File: config.mk
export PLATFORM = sky130hd
export DESIGN_NAME = player_motion_ctrl_flat
export DESIGN_NICKNAME = d
export VERILOG_FILES = /design/src/rtl/player_motion_ctrl_if.sv /design/src/rtl/player_motion_ctrl.sv /design/src/flat_wrapper.sv
export SDC_FILE = /design/constraint.sdc
export NUM_CORES = 1
export LEC_CHECK = 0
export BUFFER_PORTS_ARGS = -buffer_cell sky130_fd_sc_hd__clkbuf_2
export CORE_UTILIZATION = 40
export DETAILED_ROUTE_END_ITERATION = 10
export SYNTH_ARGS = -nofsm -noshare
export SYNTH_HDL_FRONTEND = slang
export SYNTH_SLANG_ARGS = --single-unit
File: constraint.sdc
create_clock -name clk -period 8.6 [get_ports clk]
set_input_delay 0.86 -clock clk [delete_from_list [all_inputs] [get_ports clk]]
set_output_delay 0.86 -clock clk [all_outputs]
set_load 0.05 [all_outputs]
File: src/rtl/player_motion_ctrl_if.sv
// Control, collision and motion-state signals of the player motion controller.
// The master side drives controls and collisions; the slave side returns motion state.
interface player_motion_ctrl_if;
    logic              i_game_tick;
    logic              i_move_left;
    logic              i_move_right;
    logic              i_jump;
    logic              i_on_ground;
    logic [9:0]        i_support_y;
    logic              i_hit_ceiling;
    logic              i_hit_left_wall;
    logic              i_hit_right_wall;
    logic              i_freeze;
    logic [9:0]        o_player_x;
    logic [9:0]        o_player_y;
    logic signed [5:0] o_vx;
    logic signed [7:0] o_vy;
    logic [1:0]        o_state;
    logic              o_jump_start_pulse;
    logic              o_jump_landed_pulse;

    modport master (
        output i_game_tick, i_move_left, i_move_right, i_jump, i_on_ground,
               i_support_y, i_hit_ceiling, i_hit_left_wall, i_hit_right_wall, i_freeze,
        input  o_player_x, o_player_y, o_vx, o_vy, o_state,
               o_jump_start_pulse, o_jump_landed_pulse
    );

    modport slave (
        input  i_game_tick, i_move_left, i_move_right, i_jump, i_on_ground,
               i_support_y, i_hit_ceiling, i_hit_left_wall, i_hit_right_wall, i_freeze,
        output o_player_x, o_player_y, o_vx, o_vy, o_state,
               o_jump_start_pulse, o_jump_landed_pulse
    );
endinterface

File: src/rtl/player_motion_ctrl.sv
// Platformer player motion: horizontal accel/friction, jump with coyote time and
// input buffering, gravity and landing, all advanced once per unfrozen game tick.
module player_motion_ctrl #(
    parameter int SCREEN_W     = 640,
    parameter int PLAYER_W     = 16,
    parameter int PLAYER_H     = 16,
    parameter int START_X      = 20,
    parameter int START_Y      = 344,
    parameter int MAX_HSPD     = 4,
    parameter int H_ACCEL      = 1,
    parameter int JUMP_VEL     = 10,
    parameter int JUMP_CUT     = 3,
    parameter int GRAVITY      = 1,
    parameter int MAX_FALL     = 8,
    parameter int COYOTE_TICKS = 4,
    parameter int JBUF_TICKS   = 4
) (
    input logic                 clk,
    input logic                 rst,
    player_motion_ctrl_if.slave bus
);
    // state     | meaning
    // ST_GROUND | standing on support, y snapped to support_y - PLAYER_H
    // ST_RISE   | ascending after a jump launch, vy < 0
    // ST_FALL   | airborne and descending (or walked off a ledge)
    typedef enum logic [1:0] {ST_GROUND = 2'd0, ST_RISE = 2'd1, ST_FALL = 2'd2} state_t;

    localparam logic signed [6:0]  C_HSPD    = 7'(MAX_HSPD);
    localparam logic signed [6:0]  C_HACC    = 7'(H_ACCEL);
    localparam logic signed [11:0] C_X_MAX   = 12'(SCREEN_W - PLAYER_W);
    localparam logic [9:0]         C_X_MAX10 = 10'(SCREEN_W - PLAYER_W);
    localparam logic signed [11:0] C_Y_MAX   = 12'sd1023;
    localparam logic signed [11:0] C_PH      = 12'(PLAYER_H);
    localparam logic signed [11:0] C_JVEL    = 12'(JUMP_VEL);
    localparam logic signed [11:0] C_JCUT    = 12'(JUMP_CUT);
    localparam logic signed [11:0] C_GRAV    = 12'(GRAVITY);
    localparam logic signed [11:0] C_MFALL   = 12'(MAX_FALL);
    localparam logic [7:0]         C_COYOTE  = 8'(COYOTE_TICKS);
    localparam logic [7:0]         C_JBUF    = 8'(JBUF_TICKS);

    logic [9:0]        r_x, r_y;
    logic signed [5:0] r_vx;
    logic signed [7:0] r_vy;
    state_t            r_state;
    logic [7:0]        r_jbuf, r_coyote;
    logic              r_jump_prev, r_start_pulse, r_land_pulse;

    logic              w_tick_en;
    logic signed [6:0] w_vx_ext, w_vx_acc;
    logic signed [11:0] w_x_sum;
    logic [9:0]        w_x_next;
    logic signed [5:0] w_vx_next;

    logic              w_edge, w_jump_start, w_land, w_land_evt;
    logic [7:0]        w_jbuf_next, w_coyote_next;
    logic signed [11:0] w_y_ext, w_vy_ext, w_gnd_y, w_vy_cut, w_y_calc, w_vy_calc;
    logic [9:0]        w_y_next;
    logic signed [7:0] w_vy_next;
    state_t            w_state_next;

    assign w_tick_en = bus.i_game_tick && !bus.i_freeze;

    always_comb begin
        w_vx_ext = {r_vx[5], r_vx};
        w_vx_acc = w_vx_ext;
        if (bus.i_move_left && !bus.i_move_right) begin
            w_vx_acc = w_vx_ext - C_HACC;
            if (w_vx_acc < -C_HSPD) w_vx_acc = -C_HSPD;
        end else if (bus.i_move_right && !bus.i_move_left) begin
            w_vx_acc = w_vx_ext + C_HACC;
            if (w_vx_acc > C_HSPD) w_vx_acc = C_HSPD;
        end else if (w_vx_ext > C_HACC) begin
            w_vx_acc = w_vx_ext - C_HACC;
        end else if (w_vx_ext < -C_HACC) begin
            w_vx_acc = w_vx_ext + C_HACC;
        end else begin
            w_vx_acc = '0;
        end
        if ((w_vx_acc < 0 && bus.i_hit_left_wall) || (w_vx_acc > 0 && bus.i_hit_right_wall))
            w_vx_acc = '0;

        w_vx_next = w_vx_acc[5:0];
        w_x_sum   = $signed({2'b00, r_x}) + {{5{w_vx_acc[6]}}, w_vx_acc};
        w_x_next  = w_x_sum[9:0];
        // Hitting a screen edge kills horizontal momentum as well as clamping x.
        if (w_x_sum < 0) begin
            w_x_next  = '0;
            w_vx_next = '0;
        end else if (w_x_sum > C_X_MAX) begin
            w_x_next  = C_X_MAX10;
            w_vx_next = '0;
        end
    end

    always_comb begin
        w_edge        = bus.i_jump && !r_jump_prev;
        // A fresh press may launch on its own tick; the buffer covers later ticks.
        w_jump_start  = (w_edge || (r_jbuf != '0)) && (bus.i_on_ground || (r_coyote != '0))
                        && (r_state != ST_RISE);
        w_land        = bus.i_on_ground && (r_state != ST_GROUND) && !r_vy[7];
        w_jbuf_next   = w_edge ? C_JBUF : ((r_jbuf != '0) ? r_jbuf - 8'd1 : '0);
        w_coyote_next = bus.i_on_ground ? C_COYOTE : ((r_coyote != '0) ? r_coyote - 8'd1 : '0);
        w_y_ext       = $signed({2'b00, r_y});
        w_vy_ext      = {{4{r_vy[7]}}, r_vy};
        w_gnd_y       = $signed({2'b00, bus.i_support_y}) - C_PH;
        w_vy_cut      = w_vy_ext;
        w_y_calc      = w_y_ext;
        w_vy_calc     = w_vy_ext;
        w_state_next  = r_state;
        w_land_evt    = 1'b0;

        if (w_jump_start) begin
            w_y_calc      = w_y_ext - C_JVEL;
            w_vy_calc     = -C_JVEL;
            w_state_next  = ST_RISE;
            w_jbuf_next   = '0;
            w_coyote_next = '0;
        end else if (w_land) begin
            w_y_calc     = w_gnd_y;
            w_vy_calc    = '0;
            w_state_next = ST_GROUND;
            w_land_evt   = 1'b1;
        end else begin
            case (r_state)
                ST_GROUND: begin
                    w_vy_calc = '0;
                    if (bus.i_on_ground) w_y_calc = w_gnd_y;
                    else                 w_state_next = ST_FALL;
                end
                ST_RISE: begin
                    if (bus.i_hit_ceiling && r_vy[7]) begin
                        w_vy_calc    = '0;
                        w_state_next = ST_FALL;
                    end else begin
                        if (!bus.i_jump && w_vy_ext < -C_JCUT) w_vy_cut = -C_JCUT;
                        w_y_calc  = w_y_ext + w_vy_cut;
                        w_vy_calc = w_vy_cut + C_GRAV;
                        if (!w_vy_calc[11]) w_state_next = ST_FALL;
                    end
                end
                default: begin
                    w_y_calc  = w_y_ext + w_vy_ext;
                    w_vy_calc = w_vy_ext + C_GRAV;
                    if (w_vy_calc > C_MFALL) w_vy_calc = C_MFALL;
                end
            endcase
        end

        w_y_next  = w_y_calc[9:0];
        w_vy_next = w_vy_calc[7:0];
        if (w_y_calc < 0) begin
            w_y_next  = '0;
            w_vy_next = '0;
        end else if (w_y_calc > C_Y_MAX) begin
            w_y_next = 10'd1023;
        end
    end

    always_ff @(posedge clk or negedge rst) begin
        if (!rst) begin
            r_x           <= 10'(START_X);
            r_y           <= 10'(START_Y);
            r_vx          <= '0;
            r_vy          <= '0;
            r_state       <= ST_GROUND;
            r_jbuf        <= '0;
            r_coyote      <= '0;
            r_jump_prev   <= 1'b0;
            r_start_pulse <= 1'b0;
            r_land_pulse  <= 1'b0;
        end else begin
            r_start_pulse <= w_tick_en && w_jump_start;
            r_land_pulse  <= w_tick_en && w_land_evt;
            if (w_tick_en) begin
                r_x         <= w_x_next;
                r_vx        <= w_vx_next;
                r_y         <= w_y_next;
                r_vy        <= w_vy_next;
                r_state     <= w_state_next;
                r_jbuf      <= w_jbuf_next;
                r_coyote    <= w_coyote_next;
                r_jump_prev <= bus.i_jump;
            end
        end
    end

    assign bus.o_player_x          = r_x;
    assign bus.o_player_y          = r_y;
    assign bus.o_vx                = r_vx;
    assign bus.o_vy                = r_vy;
    assign bus.o_state             = r_state;
    assign bus.o_jump_start_pulse  = r_start_pulse;
    assign bus.o_jump_landed_pulse = r_land_pulse;
endmodule

File: src/flat_wrapper.sv
// flat-port wrapper written by rule: the top's interface ports become plain ports
module player_motion_ctrl_flat 
#(
    parameter int SCREEN_W     = 640,
    parameter int PLAYER_W     = 16,
    parameter int PLAYER_H     = 16,
    parameter int START_X      = 20,
    parameter int START_Y      = 344,
    parameter int MAX_HSPD     = 4,
    parameter int H_ACCEL      = 1,
    parameter int JUMP_VEL     = 10,
    parameter int JUMP_CUT     = 3,
    parameter int GRAVITY      = 1,
    parameter int MAX_FALL     = 8,
    parameter int COYOTE_TICKS = 4,
    parameter int JBUF_TICKS   = 4
)
  (clk, rst, bus_i_game_tick, bus_i_move_left, bus_i_move_right, bus_i_jump, bus_i_on_ground, bus_i_support_y, bus_i_hit_ceiling, bus_i_hit_left_wall, bus_i_hit_right_wall, bus_i_freeze, bus_o_player_x, bus_o_player_y, bus_o_vx, bus_o_vy, bus_o_state, bus_o_jump_start_pulse, bus_o_jump_landed_pulse);
  player_motion_ctrl_if bus_i ();
  input logic clk;
  input logic rst;
  input wire logic [$bits(bus_i.i_game_tick)-1:0] bus_i_game_tick;
  input wire logic [$bits(bus_i.i_move_left)-1:0] bus_i_move_left;
  input wire logic [$bits(bus_i.i_move_right)-1:0] bus_i_move_right;
  input wire logic [$bits(bus_i.i_jump)-1:0] bus_i_jump;
  input wire logic [$bits(bus_i.i_on_ground)-1:0] bus_i_on_ground;
  input wire logic [$bits(bus_i.i_support_y)-1:0] bus_i_support_y;
  input wire logic [$bits(bus_i.i_hit_ceiling)-1:0] bus_i_hit_ceiling;
  input wire logic [$bits(bus_i.i_hit_left_wall)-1:0] bus_i_hit_left_wall;
  input wire logic [$bits(bus_i.i_hit_right_wall)-1:0] bus_i_hit_right_wall;
  input wire logic [$bits(bus_i.i_freeze)-1:0] bus_i_freeze;
  output wire logic [$bits(bus_i.o_player_x)-1:0] bus_o_player_x;
  output wire logic [$bits(bus_i.o_player_y)-1:0] bus_o_player_y;
  output wire logic [$bits(bus_i.o_vx)-1:0] bus_o_vx;
  output wire logic [$bits(bus_i.o_vy)-1:0] bus_o_vy;
  output wire logic [$bits(bus_i.o_state)-1:0] bus_o_state;
  output wire logic [$bits(bus_i.o_jump_start_pulse)-1:0] bus_o_jump_start_pulse;
  output wire logic [$bits(bus_i.o_jump_landed_pulse)-1:0] bus_o_jump_landed_pulse;
  assign bus_i.i_game_tick = bus_i_game_tick;
  assign bus_i.i_move_left = bus_i_move_left;
  assign bus_i.i_move_right = bus_i_move_right;
  assign bus_i.i_jump = bus_i_jump;
  assign bus_i.i_on_ground = bus_i_on_ground;
  assign bus_i.i_support_y = bus_i_support_y;
  assign bus_i.i_hit_ceiling = bus_i_hit_ceiling;
  assign bus_i.i_hit_left_wall = bus_i_hit_left_wall;
  assign bus_i.i_hit_right_wall = bus_i_hit_right_wall;
  assign bus_i.i_freeze = bus_i_freeze;
  assign bus_o_player_x = bus_i.o_player_x;
  assign bus_o_player_y = bus_i.o_player_y;
  assign bus_o_vx = bus_i.o_vx;
  assign bus_o_vy = bus_i.o_vy;
  assign bus_o_state = bus_i.o_state;
  assign bus_o_jump_start_pulse = bus_i.o_jump_start_pulse;
  assign bus_o_jump_landed_pulse = bus_i.o_jump_landed_pulse;
  player_motion_ctrl #(.SCREEN_W(SCREEN_W), .PLAYER_W(PLAYER_W), .PLAYER_H(PLAYER_H), .START_X(START_X), .START_Y(START_Y), .MAX_HSPD(MAX_HSPD), .H_ACCEL(H_ACCEL), .JUMP_VEL(JUMP_VEL), .JUMP_CUT(JUMP_CUT), .GRAVITY(GRAVITY), .MAX_FALL(MAX_FALL), .COYOTE_TICKS(COYOTE_TICKS), .JBUF_TICKS(JBUF_TICKS)) u_core (.clk(clk), .rst(rst), .bus(bus_i));
endmodule
* Word-level counts from Yosys, hierarchy flattened
Index checks and enable logic that the tools add are counted.
** Operators by class
- Add/subtract/negate cells :: 11
- Order comparisons :: 12
- Equal/unequal tests :: 4
- Multiplexer cells :: 43
- Reduce and logical (&&, ||, !) cells :: 29
** Operators by type and width (count)
- $mux 12 :: 9
- $mux 8 :: 11
- $mux 7 :: 7
- $mux 10 :: 4
- $gt 12x11->1 const B :: 2
- $lt 12x1->1 const B :: 2
- $pmux 12 s2 :: 1
- $pmux 8 s2 :: 1
- $reduce_bool 8->1 :: 2
- $sub 8x1->8 const B :: 2
- $logic_and 1x1->1 :: 14
- $add 11x12->12 :: 1
- $add 11x7->12 :: 1
- $add 11x8->12 :: 1
- $add 12x2->12 const B :: 1
- $mux 6 :: 2
- $sub 10x4->11 const B :: 1
- $sub 10x5->11 const B :: 1
- $mux 2 :: 5
- $add 8x2->9 const B :: 1
- $gt 9x5->1 const B :: 1
- $lt 8x3->1 const B :: 1
- $add 6x2->7 const B :: 1
- $gt 7x1->1 const B :: 1
- 18 further kinds :: 26
** Storage, ports and cells
- Flip-flop bits (word level) :: 55
- Input port bits :: 21
- Output and inout port bits :: 38
- Word-level logic and storage cells :: 109

* Depth between registers and ports, before layout
Gate-level depths: netlist of run 1.
- Depth after elaboration :: 15
- Gate-level depth with buffers :: 24
- Gate-level depth less buffers :: 23

* Worst setup path after synthesis of run 1
Ideal clock, no wire load.
- Kind :: register to register
- Start point :: register u_core.r_vx[1], in the netlist u_core.bus.o_vx[1]
- End point :: register u_core.r_x[5], in the netlist u_core.bus.o_player_x[5]
- Library setup time :: 140 ps
- Arrival time :: 4877 ps
- Required time :: 8460 ps
- Slack :: 3583 ps
- Stages on the path, launching flop included :: 23
- Buffers on the path :: 1
- Clock period less this slack :: 5017 ps
- Path through :: dfrtp_1 > inv_1 > ha_1 > buf_2 > nor4b_2 > nor2_1 > ha_1 > nand3b_1 > o41ai_2 > a311o_2 > and3_2 > ha_1 > inv_1 > fa_1 > inv_1 > a21oi_1 > o21bai_2 > maj3_1 > maj3_1 > xnor2_1 > a311o_4 > a2111oi_0 > a211oi_1
** On the way
- Word-level cells in the longest chain between the ends :: 13
- Elaborated cells between the ends (all ways) :: 23
- Classes of those cells :: add/sub: 3; order compare: 8; mux: 9; reduce/logical: 3
** Ends and longest elaborated chain
- start: declaration :: RTL line player_motion_ctrl.sv:42 : logic signed [5:0] r_vx;
- start signal: assignment :: RTL line player_motion_ctrl.sv:176 : r_vx <= w_vx_next;
- $add 6x2->7 / $lt 6x1->1 (equally long branches) :: RTL line player_motion_ctrl.sv:70, player_motion_ctrl.sv:75, player_motion_ctrl.sv:74
- $gt 7x4->1 / $mux 7 (equally long branches) :: RTL line player_motion_ctrl.sv:71, player_motion_ctrl.sv:74
- $mux 7 (on tied branches) :: RTL line player_motion_ctrl.sv:71, player_motion_ctrl.sv:72
- $mux 7 :: RTL line player_motion_ctrl.sv:69 : end else if (bus.i_move_right && !bus.i_move_left) begin
- $mux 7 * :: RTL line player_motion_ctrl.sv:66 : if (bus.i_move_left && !bus.i_move_right) begin
- $lt 7x1->1 / $gt 7x1->1 (equally long branches) :: RTL line player_motion_ctrl.sv:79 : if ((w_vx_acc < 0 && bus.i_hit_left_wall) || (w_vx_acc > 0 && bus.i_hit_right_wall))
- $logic_and 1x1->1 :: RTL line player_motion_ctrl.sv:79
- $logic_or 1x1->1 :: RTL line player_motion_ctrl.sv:79
- $mux 7 * :: RTL line player_motion_ctrl.sv:79
- $add 11x7->12 * :: RTL line player_motion_ctrl.sv:83 : w_x_sum = $signed({2'b00, r_x}) + {{5{w_vx_acc[6]}}, w_vx_acc};
- $gt 12x11->1 :: RTL line player_motion_ctrl.sv:89 : end else if (w_x_sum > C_X_MAX) begin
- $mux 10 :: RTL line player_motion_ctrl.sv:89
- $mux 10 * :: RTL line player_motion_ctrl.sv:86 : if (w_x_sum < 0) begin
- end signal: assignment :: RTL line player_motion_ctrl.sv:161 : r_x <= 10'(START_X);
- end signal: assignment :: RTL line player_motion_ctrl.sv:175 : r_x <= w_x_next;
- end: declaration :: RTL line player_motion_ctrl.sv:41 : logic [9:0] r_x, r_y;
Mark *: on every way between the ends. The rest lies on a longest branch, timed or not.
A chain may end at the register's enable or synchronous reset.

* Worst setup path in the final report of run 1
- Start point :: register u_core.r_vy[7], in the netlist u_core.bus.o_vy[7]
- End point :: register u_core.r_y[1], in the netlist u_core.bus.o_player_y[1]
** On the way
- Word-level cells in the longest chain between the ends :: 15
- Elaborated cells between the ends (all ways) :: 20
- Classes of those cells :: add/sub: 2; order compare: 3; mux: 11; reduce/logical: 4
** Ends and longest elaborated chain
- start: declaration :: RTL line player_motion_ctrl.sv:43 : logic signed [7:0] r_vy;
- start signal: assignment :: RTL line player_motion_ctrl.sv:178 : r_vy <= w_vy_next;
- $lt 8x3->1 :: RTL line player_motion_ctrl.sv:135 : if (!bus.i_jump && w_vy_ext < -C_JCUT) w_vy_cut = -C_JCUT;
- $logic_and 1x1->1 :: RTL line player_motion_ctrl.sv:135
- $mux 12 :: RTL line player_motion_ctrl.sv:135
- $mux 12 :: RTL line player_motion_ctrl.sv:131 : if (bus.i_hit_ceiling && r_vy[7]) begin
- $mux 12 :: RTL line player_motion_ctrl.sv:124 : case (r_state)
- $mux 12 :: RTL line player_motion_ctrl.sv:118 : end else if (w_land) begin
- $mux 12 :: RTL line player_motion_ctrl.sv:112 : if (w_jump_start) begin
- $add 11x12->12 :: RTL line player_motion_ctrl.sv:136 : w_y_calc = w_y_ext + w_vy_cut;
- $mux 12 :: RTL line player_motion_ctrl.sv:131
- $pmux 12 s2 :: RTL line player_motion_ctrl.sv:124
- $mux 12 * :: RTL line player_motion_ctrl.sv:118
- $mux 12 * :: RTL line player_motion_ctrl.sv:112
- $gt 12x11->1 :: RTL line player_motion_ctrl.sv:154 : end else if (w_y_calc > C_Y_MAX) begin
- $mux 10 :: RTL line player_motion_ctrl.sv:154
- $mux 10 * :: RTL line player_motion_ctrl.sv:151 : if (w_y_calc < 0) begin
- end signal: assignment :: RTL line player_motion_ctrl.sv:162 : r_y <= 10'(START_Y);
- end signal: assignment :: RTL line player_motion_ctrl.sv:177 : r_y <= w_y_next;
- end: declaration :: RTL line player_motion_ctrl.sv:41
Mark *: on every way between the ends. The rest lies on a longest branch, timed or not. The select of a mux whose other input is x is not followed.

==> impl_results.html, run 1 <==
<table>
<tr><th>Metric</th><th>Value</th></tr>
<tr><th colspan="2">Detailed routing</th></tr>
<tr><td>Final antenna-violating net count</td><td>0</td></tr>
<tr><td>Total number of vias</td><td>5984</td></tr>
<tr><td>Pre-antenna DRT Iters</td><td>7</td></tr>
<tr><td>Number of remaining DRC errors</td><td>6</td></tr>
<tr><td>Wire length reported by the detailed router</td><td>between 15 and 20 mm</td></tr>
<tr><td>Routed via count divided by cell count</td><td>6.020</td></tr>
<tr><td>Routed WL per cell</td><td>17.45 µm</td></tr>
<tr><td>DRC violation total after the first TritonRoute iteration</td><td>434</td></tr>
<tr><th colspan="2">Synth</th></tr>
<tr><td>Flip-flop cell with the highest count after synthesis</td><td>dfrtp_1</td></tr>
<tr><td>Largest area contributor in the synthesized netlist</td><td>dfrtp_1</td></tr>
<tr><td>Gate count of the mapped netlist</td><td>781</td></tr>
<tr><td>Yosys top cell area share</td><td>slightly above 20%</td></tr>
<tr><td>Syn Std Cell Area</td><td>between 0.006 and 0.007 mm²</td></tr>
<tr><td>Net count of the mapped netlist</td><td>851</td></tr>
<tr><td>Fraction of registers with async set or reset after synthesis</td><td>between 90% and 100%</td></tr>
<tr><td>Fraction of the yosys area taken by sequential cells</td><td>22.86%</td></tr>
<tr><td>Top cells by area in the synthesized netlist</td><td>dfrtp_1 20%, ha_1 9.5%, xnor2_1 5.4%</td></tr>
<tr><td>Number of flops mapped to enable cells by yosys</td><td>0</td></tr>
<tr><td>Register bit count reported by yosys</td><td>55</td></tr>
<tr><td>Mean cell area of the mapped netlist</td><td>~7.8 µm²</td></tr>
<tr><td>Synth cell types</td><td>between 80 and 90</td></tr>
<tr><td>Yosys warnings</td><td>0</td></tr>
<tr><th colspan="2">Floorplanning</th></tr>
<tr><td>I/O pin total</td><td>a little under 60</td></tr>
<tr><td>Initial standard-cell utilization of the core</td><td>41.34%</td></tr>
<tr><td>Die Width</td><td>125.0 µm</td></tr>
<tr><td>Overall die area</td><td>0.01563 mm²</td></tr>
<tr><td>Area of the core</td><td>around 0.015 mm²</td></tr>
<tr><td>Row cnt</td><td>44</td></tr>
<tr><td>Die span in y</td><td>around 130 µm</td></tr>
<tr><th colspan="2">Min path</th></tr>
<tr><td>Hold path depth</td><td>1</td></tr>
<tr><td>Tightest Hold Check Type</td><td>flop to flop</td></tr>
<tr><th colspan="2">CTS</th></tr>
<tr><td>Hold buffers post-CTS</td><td>0</td></tr>
<tr><td>Depth of the CTS H-tree</td><td>2</td></tr>
<tr><td>Maximum clock path buffer count</td><td>2</td></tr>
<tr><td>Num CTS Buffers</td><td>5</td></tr>
<tr><td>CTS sink cnt</td><td>55</td></tr>
<tr><td># resized after CTS</td><td>0</td></tr>
<tr><td>CTS tree</td><td>done</td></tr>
<tr><td>Clock latency on the worst-skew pair</td><td>0.30 ns</td></tr>
<tr><td>Clock-pin slew on the worst setup and hold paths</td><td>0.07 ns</td></tr>
<tr><td>Root buf cell</td><td>clkbuf_16</td></tr>
<tr><td>Post CTS Setup Buffer Count</td><td>0</td></tr>
<tr><th colspan="2">Finish</th></tr>
<tr><td>Number of standard cells in the layout, taps in and fillers out</td><td>994</td></tr>
<tr><td>Signed area change from the synthesized netlist to the final layout</td><td>8.557%</td></tr>
<tr><td>Footprint of the flip-flops and latches</td><td>0.001384 mm²</td></tr>
<tr><td>Total area of multi-input combinational cells</td><td>0.004274 mm²</td></tr>
<tr><td>Final design utilization</td><td>44.87%</td></tr>
<tr><td>Top library cells by usage in the layout, fill and taps aside</td><td>83 x nand2_1, 72 x nor2_1, 58 x clkbuf_2</td></tr>
<tr><td>Fraction of layout instances using a drive strength above 1</td><td>15.06%</td></tr>
<tr><td>Most frequent standard cell in the layout excluding fill and tap cells</td><td>nand2_1</td></tr>
<tr><td>Final-layout fill cell count</td><td>1486</td></tr>
<tr><td>Antenna diode count</td><td>0</td></tr>
<tr><td>Final standard cell area without fillers</td><td>0.006571 mm²</td></tr>
<tr><td>Fin nets</td><td>879</td></tr>
<tr><th colspan="2">Timing</th></tr>
<tr><td>Final setup TNS</td><td>0 ns</td></tr>
<tr><td>Unrepaired setup endpoints after global routing</td><td>no</td></tr>
<tr><td>Transition time at the pin with the least slew margin</td><td>0.9971 ns</td></tr>
<tr><td>Max Fclk</td><td>0.1839 GHz</td></tr>
<tr><td>Min Tclk post-route</td><td>5.438 ns</td></tr>
<tr><td>Number of setup violations in the final report</td><td>0</td></tr>
<tr><td>Skew final</td><td>0.005702 ns</td></tr>
<tr><td>Post-route fraction of the period consumed by the critical path</td><td>63.24%</td></tr>
<tr><td>Count of final max-slew check failures</td><td>0</td></tr>
<tr><td>Hold violation total from the final report</td><td>0</td></tr>
<tr><td>Relative max-transition margin</td><td>33.53%</td></tr>
<tr><th colspan="2">Worst setup path</th></tr>
<tr><td>Critical path fanouts, max</td><td>22</td></tr>
<tr><td>Reg-to-reg setup timing slack</td><td>3.16 ns</td></tr>
<tr><td>Cell with the biggest individual delay on the critical path</td><td>dfrtp_1</td></tr>
<tr><td>Worst-path cell chain</td><td>inv_1 &gt; nor2_1 &gt; o21ai_1 &gt; and2_1 &gt; fa_1 &gt; a21o_1 &gt; a21oi_1 &gt; o21bai_1 &gt; a2111oi_0 &gt; o41ai_1 &gt; a21oi_1 &gt; a221oi_1 &gt; o22ai_1 &gt; o22ai_1 &gt; a221o_1</td></tr>
<tr><td>Start point of the critical path</td><td>u_core.bus.o_vy[7]$_DFFE_PN0P_</td></tr>
<tr><td>Worst setup path endpoint</td><td>u_core.bus.o_player_y[1]$_DFFE_PN0P_</td></tr>
<tr><td>Worst Path Class, Setup</td><td>flop to flop</td></tr>
<tr><td>Crit-path max cell delay</td><td>0.83 ns</td></tr>
<tr><td>Startpoint type of the worst setup path</td><td>flop</td></tr>
<tr><td>R2r worst-path depth</td><td>15</td></tr>
<tr><td>CP top delay family</td><td>compound AO/OA/AOI/OAI gates</td></tr>
<tr><td>Worst path depth</td><td>15</td></tr>
<tr><td>Critical R2R Capture</td><td>u_core.bus.o_player_y[1]$_DFFE_PN0P_</td></tr>
<tr><td>FF-to-FF Start</td><td>u_core.bus.o_vy[7]$_DFFE_PN0P_</td></tr>
<tr><td>Crit path buffers/inverters</td><td>1</td></tr>
<tr><td>Kind of capture point of the worst setup path</td><td>flop</td></tr>
<tr><td>Critical path data arrival time</td><td>roughly 5.6 ns</td></tr>
<tr><td>Data required time at the worst endpoint</td><td>8.78 ns</td></tr>
<tr><th colspan="2">Placed design</th></tr>
<tr><td>Routability-driven placement congestion ratio</td><td>0.8849</td></tr>
<tr><td>Number of placed cells counting well taps</td><td>around 990</td></tr>
<tr><td>Number of input and output port buffers inserted</td><td>58</td></tr>
<tr><td>Placement-stage cell area</td><td>0.006411 mm²</td></tr>
<tr><td>Detail Placement HPWL</td><td>12.87 mm</td></tr>
<tr><th colspan="2">Status</th></tr>
<tr><td>Run status</td><td>finished with violations</td></tr>
<tr><td>Violated checks</td><td>DRC</td></tr>
<tr><th colspan="2">GRT</th></tr>
<tr><td>Global-route wire length before repair</td><td>29.06 mm</td></tr>
<tr><td>Final global-route overflow total</td><td>0</td></tr>
<tr><td>Via count of the first global-routing pass</td><td>between 5000 and 6000</td></tr>
<tr><td>Number of antenna violations at the first check in global routing</td><td>0</td></tr>
<tr><td>GRT Overall Usage</td><td>a little under a quarter</td></tr>
<tr><td>Maximum number of pins on one net before global-route repair</td><td>56</td></tr>
<tr><th colspan="2">Flow run</th></tr>
<tr><td>Max Cap Violations</td><td>0</td></tr>
</table>
-- final cells by class --
| class | count | share of cell area [%] |
|---|---|---|
| clock inverters | 1 | 0.1142 |
| multi-input cells | 633 | 65.04 |
| well taps | 184 | 3.503 |
| repair buffers | 64 | 5.103 |
| inverters | 50 | 2.856 |
| flip-flops and latches | 55 | 21.06 |
| clock buffers | 7 | 2.323 |
-- metal layers --
| layer | track usage (%) | vias to the layer above | part of all wire [%] |
|---|---|---|---|
| li1 | - | 2902 | - |
| met1 | 30.36 | 2871 | 46 |
| met2 | 38.42 | 185 | 47 |
| met3 | 2.525 | 26 | 5.0 |
| met4 | 6.743 | 0 | 2.1 |
| met5 | 0 | - | 0 |
-- stage by stage --
stage | setup slack, ns | hold slack, ns
after floorplan | 3.583 | 0.4456
after global placement | 3.370 | 0.4700
after detailed placement | 3.227 | 0.4727
after CTS | 3.201 | 0.4862
after global routing | 2.566 | 0.5059
final | 3.162 | 0.4914
-- sequential cells by signal, summed over array words and instances, names as in the netlist --
| name | cells |
|---|---|
| u_core.bus.o_jump_landed_pulse | 1 |
| u_core.bus.o_jump_start_pulse | 1 |
| u_core.bus.o_player_x | 10 |
| u_core.bus.o_player_y | 10 |
| u_core.bus.o_state | 2 |
| u_core.bus.o_vx | 6 |
| u_core.bus.o_vy | 8 |
| u_core.r_coyote | 8 |
| u_core.r_jbuf | 8 |
| u_core.r_jump_prev | 1 |
-- logic make-up (layout without fill, tap and decap cells) --
kind of cell | count (synthesis) | after routing | share of synthesized area, %
simple gates | 259 | 259 | 20.09
buf+inv | 93 | 122 | 6.697
flops | 55 | 55 | 22.86
compound gates | 264 | 264 | 30.51
fa+ha+maj | 51 | 51 | 10.83
xor+xnor | 53 | 53 | 7.793
mux | 6 | 6 | 1.219
-- how the worst min path moves through the flow --
stage | start | endpoint | slack [ns]
5_1_grt | u_core.r_jbuf[7]$_DFFE_PN0P_ | u_core.r_jbuf[7]$_DFFE_PN0P_ | 0.51
6_report | u_core.r_jbuf[7]$_DFFE_PN0P_ | u_core.r_jbuf[7]$_DFFE_PN0P_ | 0.49
2_1_floorplan | u_core.r_jbuf[7]$_DFFE_PN0P_ | u_core.r_jbuf[7]$_DFFE_PN0P_ | 0.45
3_5_place_dp | u_core.r_jbuf[6]$_DFFE_PN0P_ | u_core.r_jbuf[6]$_DFFE_PN0P_ | 0.47
3_3_place_gp | u_core.r_jbuf[7]$_DFFE_PN0P_ | u_core.r_jbuf[7]$_DFFE_PN0P_ | 0.47
4_1_cts | u_core.r_jbuf[6]$_DFFE_PN0P_ | u_core.r_jbuf[6]$_DFFE_PN0P_ | 0.49
-- worst register-to-register path: cells and delay by family, from the launching register on --
family	cells	cell delay (ns)
adder cells (fa/ha/maj)	1	0.44
AO/OA/AOI/OAI	11	3.06
buffers and inverters	1	0.27
flip-flops	1	0.83
AND/OR/NAND/NOR	2	0.73
-- synthesized netlist by cell type (5+ instances only) --
cell type and n:
nand2_1 83, nor2_1 72, a21oi_1 51, inv_1 50
dfrtp_1 49, o21ai_0 47, ha_1 46, xnor2_1 37
clkbuf_1 32, nand3_1 24, nor3_1 22, o31ai_1 16
xor2_1 15, a211oi_1 12, a31oi_1 12, o22ai_1 12
a21o_1 11, a22o_1 10, a31o_2 10, o211ai_1 10
or2_2 9, nor2b_1 8, o221ai_1 8, and2_1 7
a221oi_1 6, dfstp_2 6, nand4_1 5, o21a_1 5
o21ai_1 5, o21bai_1 5
Power of run 1 is not shown: default switching activity piles up to over one toggle a cycle in this logic, so the estimate is an artifact.
==> run 2: changes to the inputs <==
Settings changed: ABC_AREA set to 1.
Clock period 8.6 ns to 5.45 ns, I/O delays scaled along.
==> run 2 against run 1 <==
The run now ends clean. First-iteration DRC count shrank 16%. Non-clock buffer count is 6 higher. Synthesized cell count is 12% higher. Final area decreased by 1.2%. Clock skew is 0.0022 ns higher. Synthesized area fell by 3.9%. Largest cell class unchanged. Via count shrank 0.57%. Die area is 3.8% lower. Clock-buffer cell count shrank 1. Global-route usage fell by 0.36 points. Cell count grew 12%. Sequential share of layout area increased by 0.27 points.
==> impl_results.html, run 2 <==
<table>
<tr><th>Metric</th><th>Value</th></tr>
<tr><th colspan="2">Timing</th></tr>
<tr><td>Minimum hold slack</td><td>0.3541 ns</td></tr>
<tr><td>Relative max-transition margin</td><td>around a third</td></tr>
<tr><td>Post-route fraction of the period consumed by the critical path</td><td>88.50%</td></tr>
<tr><td>Transition time at the pin with the least slew margin</td><td>between 0.9 and 1 ns</td></tr>
<tr><td>Number of setup violations in the final report</td><td>0</td></tr>
<tr><td>Hold violation total from the final report</td><td>0</td></tr>
<tr><td>Min Tclk post-route</td><td>4.823 ns</td></tr>
<tr><td>Count of final max-slew check failures</td><td>0</td></tr>
<tr><td>Max Fclk</td><td>about 0.21 GHz</td></tr>
<tr><td>Final setup TNS</td><td>0 ns</td></tr>
<tr><td>Unrepaired setup endpoints after global routing</td><td>no</td></tr>
<tr><td>Skew final</td><td>just under 0.008 ns</td></tr>
<tr><th colspan="2">Worst setup path</th></tr>
<tr><td>Worst Path Class, Setup</td><td>flop to flop</td></tr>
<tr><td>Crit-path max cell delay</td><td>about 0.48 ns</td></tr>
<tr><td>CP top delay family</td><td>simple AND/OR/NAND/NOR gates</td></tr>
<tr><td>Cell with the biggest individual delay on the critical path</td><td>dfrtp_2</td></tr>
<tr><td>Critical path fanouts, max</td><td>10</td></tr>
<tr><td>Kind of capture point of the worst setup path</td><td>flop</td></tr>
<tr><td>Data required time at the worst endpoint</td><td>5.64 ns</td></tr>
<tr><td>Crit path buffers/inverters</td><td>4</td></tr>
<tr><td>Startpoint type of the worst setup path</td><td>flop</td></tr>
<tr><td>Critical path data arrival time</td><td>5.01 ns</td></tr>
<tr><th colspan="2">Floorplanning</th></tr>
<tr><td>Die span in y</td><td>approximately 120 µm</td></tr>
<tr><td>I/O pin total</td><td>59</td></tr>
<tr><td>Die Width</td><td>approximately 120 µm</td></tr>
<tr><td>Initial standard-cell utilization of the core</td><td>41.43%</td></tr>
<tr><td>Overall die area</td><td>0.01503 mm²</td></tr>
<tr><td>Row cnt</td><td>43</td></tr>
<tr><td>Area of the core</td><td>around 0.014 mm²</td></tr>
<tr><th colspan="2">Finish</th></tr>
<tr><td>Final-layout fill cell count</td><td>1458</td></tr>
<tr><td>Fin nets</td><td>between 1000 and 1500</td></tr>
<tr><td>Antenna diode count</td><td>0</td></tr>
<tr><td>Most frequent standard cell in the layout excluding fill and tap cells</td><td>nand2_1</td></tr>
<tr><td>Fraction of layout instances using a drive strength above 1</td><td>14.10%</td></tr>
<tr><td>Top library cells by usage in the layout, fill and taps aside</td><td>195 x nand2_1, 131 x inv_1, 82 x nor2_1</td></tr>
<tr><td>Number of standard cells in the layout, taps in and fillers out</td><td>1116</td></tr>
<tr><td>Final standard cell area without fillers</td><td>0.006492 mm²</td></tr>
<tr><td>Signed area change from the synthesized netlist to the final layout</td><td>11.59%</td></tr>
<tr><th colspan="2">GRT</th></tr>
<tr><td>Via count of the first global-routing pass</td><td>5564</td></tr>
<tr><td>Maximum number of pins on one net before global-route repair</td><td>56</td></tr>
<tr><td>Number of antenna violations at the first check in global routing</td><td>0</td></tr>
<tr><td>GRT Overall Usage</td><td>around 22%</td></tr>
<tr><td>Final global-route overflow total</td><td>0</td></tr>
<tr><td>Global-route wire length before repair</td><td>26.56 mm</td></tr>
<tr><th colspan="2">Synth</th></tr>
<tr><td>Flip-flop cell with the highest count after synthesis</td><td>dfrtp_1</td></tr>
<tr><td>Register bit count reported by yosys</td><td>55</td></tr>
<tr><td>Largest area contributor in the synthesized netlist</td><td>dfrtp_1</td></tr>
<tr><td>Main combinational cell family by area after synthesis</td><td>simple AND/OR/NAND/NOR gates</td></tr>
<tr><td>Fraction of the mapped netlist area in adder cells</td><td>10.92%</td></tr>
<tr><td>Synth cell types</td><td>50</td></tr>
<tr><td>Top post-synthesis cells by count</td><td>195 x nand2_1, 132 x inv_1, 83 x nor2_1, 63 x o21ai_0, 49 x dfrtp_1</td></tr>
<tr><td>Yosys warnings</td><td>0</td></tr>
<tr><td>Syn Std Cell Area</td><td>0.005818 mm²</td></tr>
<tr><td>Gate count of the mapped netlist</td><td>just under 900</td></tr>
<tr><td>Yosys top cell area share</td><td>about a fifth</td></tr>
<tr><td>Multiplexer area fraction after synthesis</td><td>0%</td></tr>
<tr><td>Fraction of the mapped netlist area in simple logic gates</td><td>31.35%</td></tr>
<tr><td>Net count of the mapped netlist</td><td>~950</td></tr>
<tr><td>Fraction of the yosys area taken by sequential cells</td><td>23.78%</td></tr>
<tr><td>Synthesized-area fraction occupied by ao, oa, aoi and oai cells</td><td>a little under a fifth</td></tr>
<tr><td>Area share of xor/xnor cells in the synthesized design</td><td>4.968%</td></tr>
<tr><td>Fraction of registers with async set or reset after synthesis</td><td>100.0%</td></tr>
<tr><td>Number of flops mapped to enable cells by yosys</td><td>0</td></tr>
<tr><td>Mean cell area of the mapped netlist</td><td>6.649 µm²</td></tr>
<tr><td>Top cells by area in the synthesized netlist</td><td>dfrtp_1 21%, nand2_1 13%, ha_1 9.9%</td></tr>
<tr><td>Most used standard cell by instance count after synthesis</td><td>nand2_1</td></tr>
<tr><th colspan="2">CTS</th></tr>
<tr><td>Num CTS Buffers</td><td>5</td></tr>
<tr><td>CTS tree</td><td>done</td></tr>
<tr><td>Root buf cell</td><td>clkbuf_16</td></tr>
<tr><td>Maximum clock path buffer count</td><td>2</td></tr>
<tr><td>Clock-pin slew on the worst setup and hold paths</td><td>0.07 ns</td></tr>
<tr><td>CTS sink cnt</td><td>55</td></tr>
<tr><td>Clock latency on the worst-skew pair</td><td>0.30 ns</td></tr>
<tr><td>Depth of the CTS H-tree</td><td>2</td></tr>
<tr><th colspan="2">Min path</th></tr>
<tr><td>Tightest Hold Check Type</td><td>primary input to asynchronous set/reset pin</td></tr>
<tr><th colspan="2">Placed design</th></tr>
<tr><td>Placement-stage cell area</td><td>0.006332 mm²</td></tr>
<tr><td>Routability-driven placement congestion ratio</td><td>approximately 0.9</td></tr>
<tr><td>Number of input and output port buffers inserted</td><td>58</td></tr>
<tr><td>Detail Placement HPWL</td><td>12.32 mm</td></tr>
<tr><td>Number of placed cells counting well taps</td><td>1107</td></tr>
<tr><th colspan="2">Detailed routing</th></tr>
<tr><td>Final antenna-violating net count</td><td>0</td></tr>
<tr><td>Routed via count divided by cell count</td><td>5.332</td></tr>
<tr><td>Pre-antenna DRT Iters</td><td>5</td></tr>
<tr><td>Routed WL per cell</td><td>between 10 and 15 µm</td></tr>
<tr><td>DRC violation total after the first TritonRoute iteration</td><td>365</td></tr>
<tr><td>Number of remaining DRC errors</td><td>0</td></tr>
<tr><td>Wire length reported by the detailed router</td><td>about 16 mm</td></tr>
<tr><td>Total number of vias</td><td>5950</td></tr>
<tr><th colspan="2">Status</th></tr>
<tr><td>Run status</td><td>finished, final reports clean</td></tr>
<tr><th colspan="2">Flow run</th></tr>
<tr><td>Max Cap Violations</td><td>0</td></tr>
</table>
[run 2: final cells by class]
type	count	area (µm²)	share of cell area, %
clock buffers	6	128.9	1.985
clock inverters	2	12.51	0.1927
inverters	141	529.3	8.152
multi-input cells	662	3831	59.01
flip-flops and latches	55	1385	21.33
well taps	180	225.2	3.469
repair buffers	70	380.4	5.859
[run 2: final timing paths]
path / startpoint / to / slack, ns / cells past startpoint
setup / recovery: u_core.bus.o_vx[0]$_DFFE_PN0P_ / u_core.bus.o_player_x[5]$_DFFE_PN0P_ / 0.63 / 30
hold / removal: rst / u_core.bus.o_player_y[7]$_DFFE_PN0P_ / 0.35 / 2
setup reg to reg: u_core.bus.o_vx[0]$_DFFE_PN0P_ / u_core.bus.o_player_x[5]$_DFFE_PN0P_ / 0.63 / 30
hold reg to reg: u_core.bus.o_player_x[2]$_DFFE_PN1P_ / u_core.bus.o_player_x[2]$_DFFE_PN1P_ / 0.50 / 2
max in group asynchronous: rst / u_core.bus.o_vx[0]$_DFFE_PN0P_ / 4.52 / 2
min in group clk: u_core.bus.o_player_x[2]$_DFFE_PN1P_ / u_core.bus.o_player_x[2]$_DFFE_PN1P_ / 0.50 / 2
[run 2: worst register-to-register path: cells and delay by family, from the launching register on]
kind | cells | cell delay [ns]
DFF | 1 | 0.48
buffers and inverters | 4 | 0.30
adders and majority gates | 4 | 1.14
AOI/OAI and AO/OA | 4 | 0.71
and+or+nand+nor | 18 | 2.08
[run 2: logic make-up after synthesis]
kind of cell | Yosys count
AOI/OAI and AO/OA | 178
xor gates and xnor gates | 33
adders and majority gates | 49
buffers and inverters | 159
DFF | 55
and+or+nand+nor | 401
[run 2: repair_timing]
action / in CTS / in global routing
gates resized for setup: 0 / 4
setup endpoints to repair: 0 / 16
buffers inserted: 0 / 0
hold buffers: 0 / 0
[run 2: per-layer routing]
layer	wire (µm)	share of wire [%]	global-route usage, %	vias up
li1	-	-	-	3030
met1	7653	47	29.99	2738
met2	7571	47	37.82	160
met3	723	4.5	1.859	22
met4	289	1.8	6.860	0
met5	0	0	0	-
[run 2: per-stage QoR]
stage	utilization (%)	worst slack, ns
finish	46.24	0.6266
global route	46.24	0.06988
global placement	45.09	0.6431
CTS	46.10	0.4728
floorplan	-	0.7654
detailed placement	45.09	0.4834
Power of run 2 is left out for the same reason.
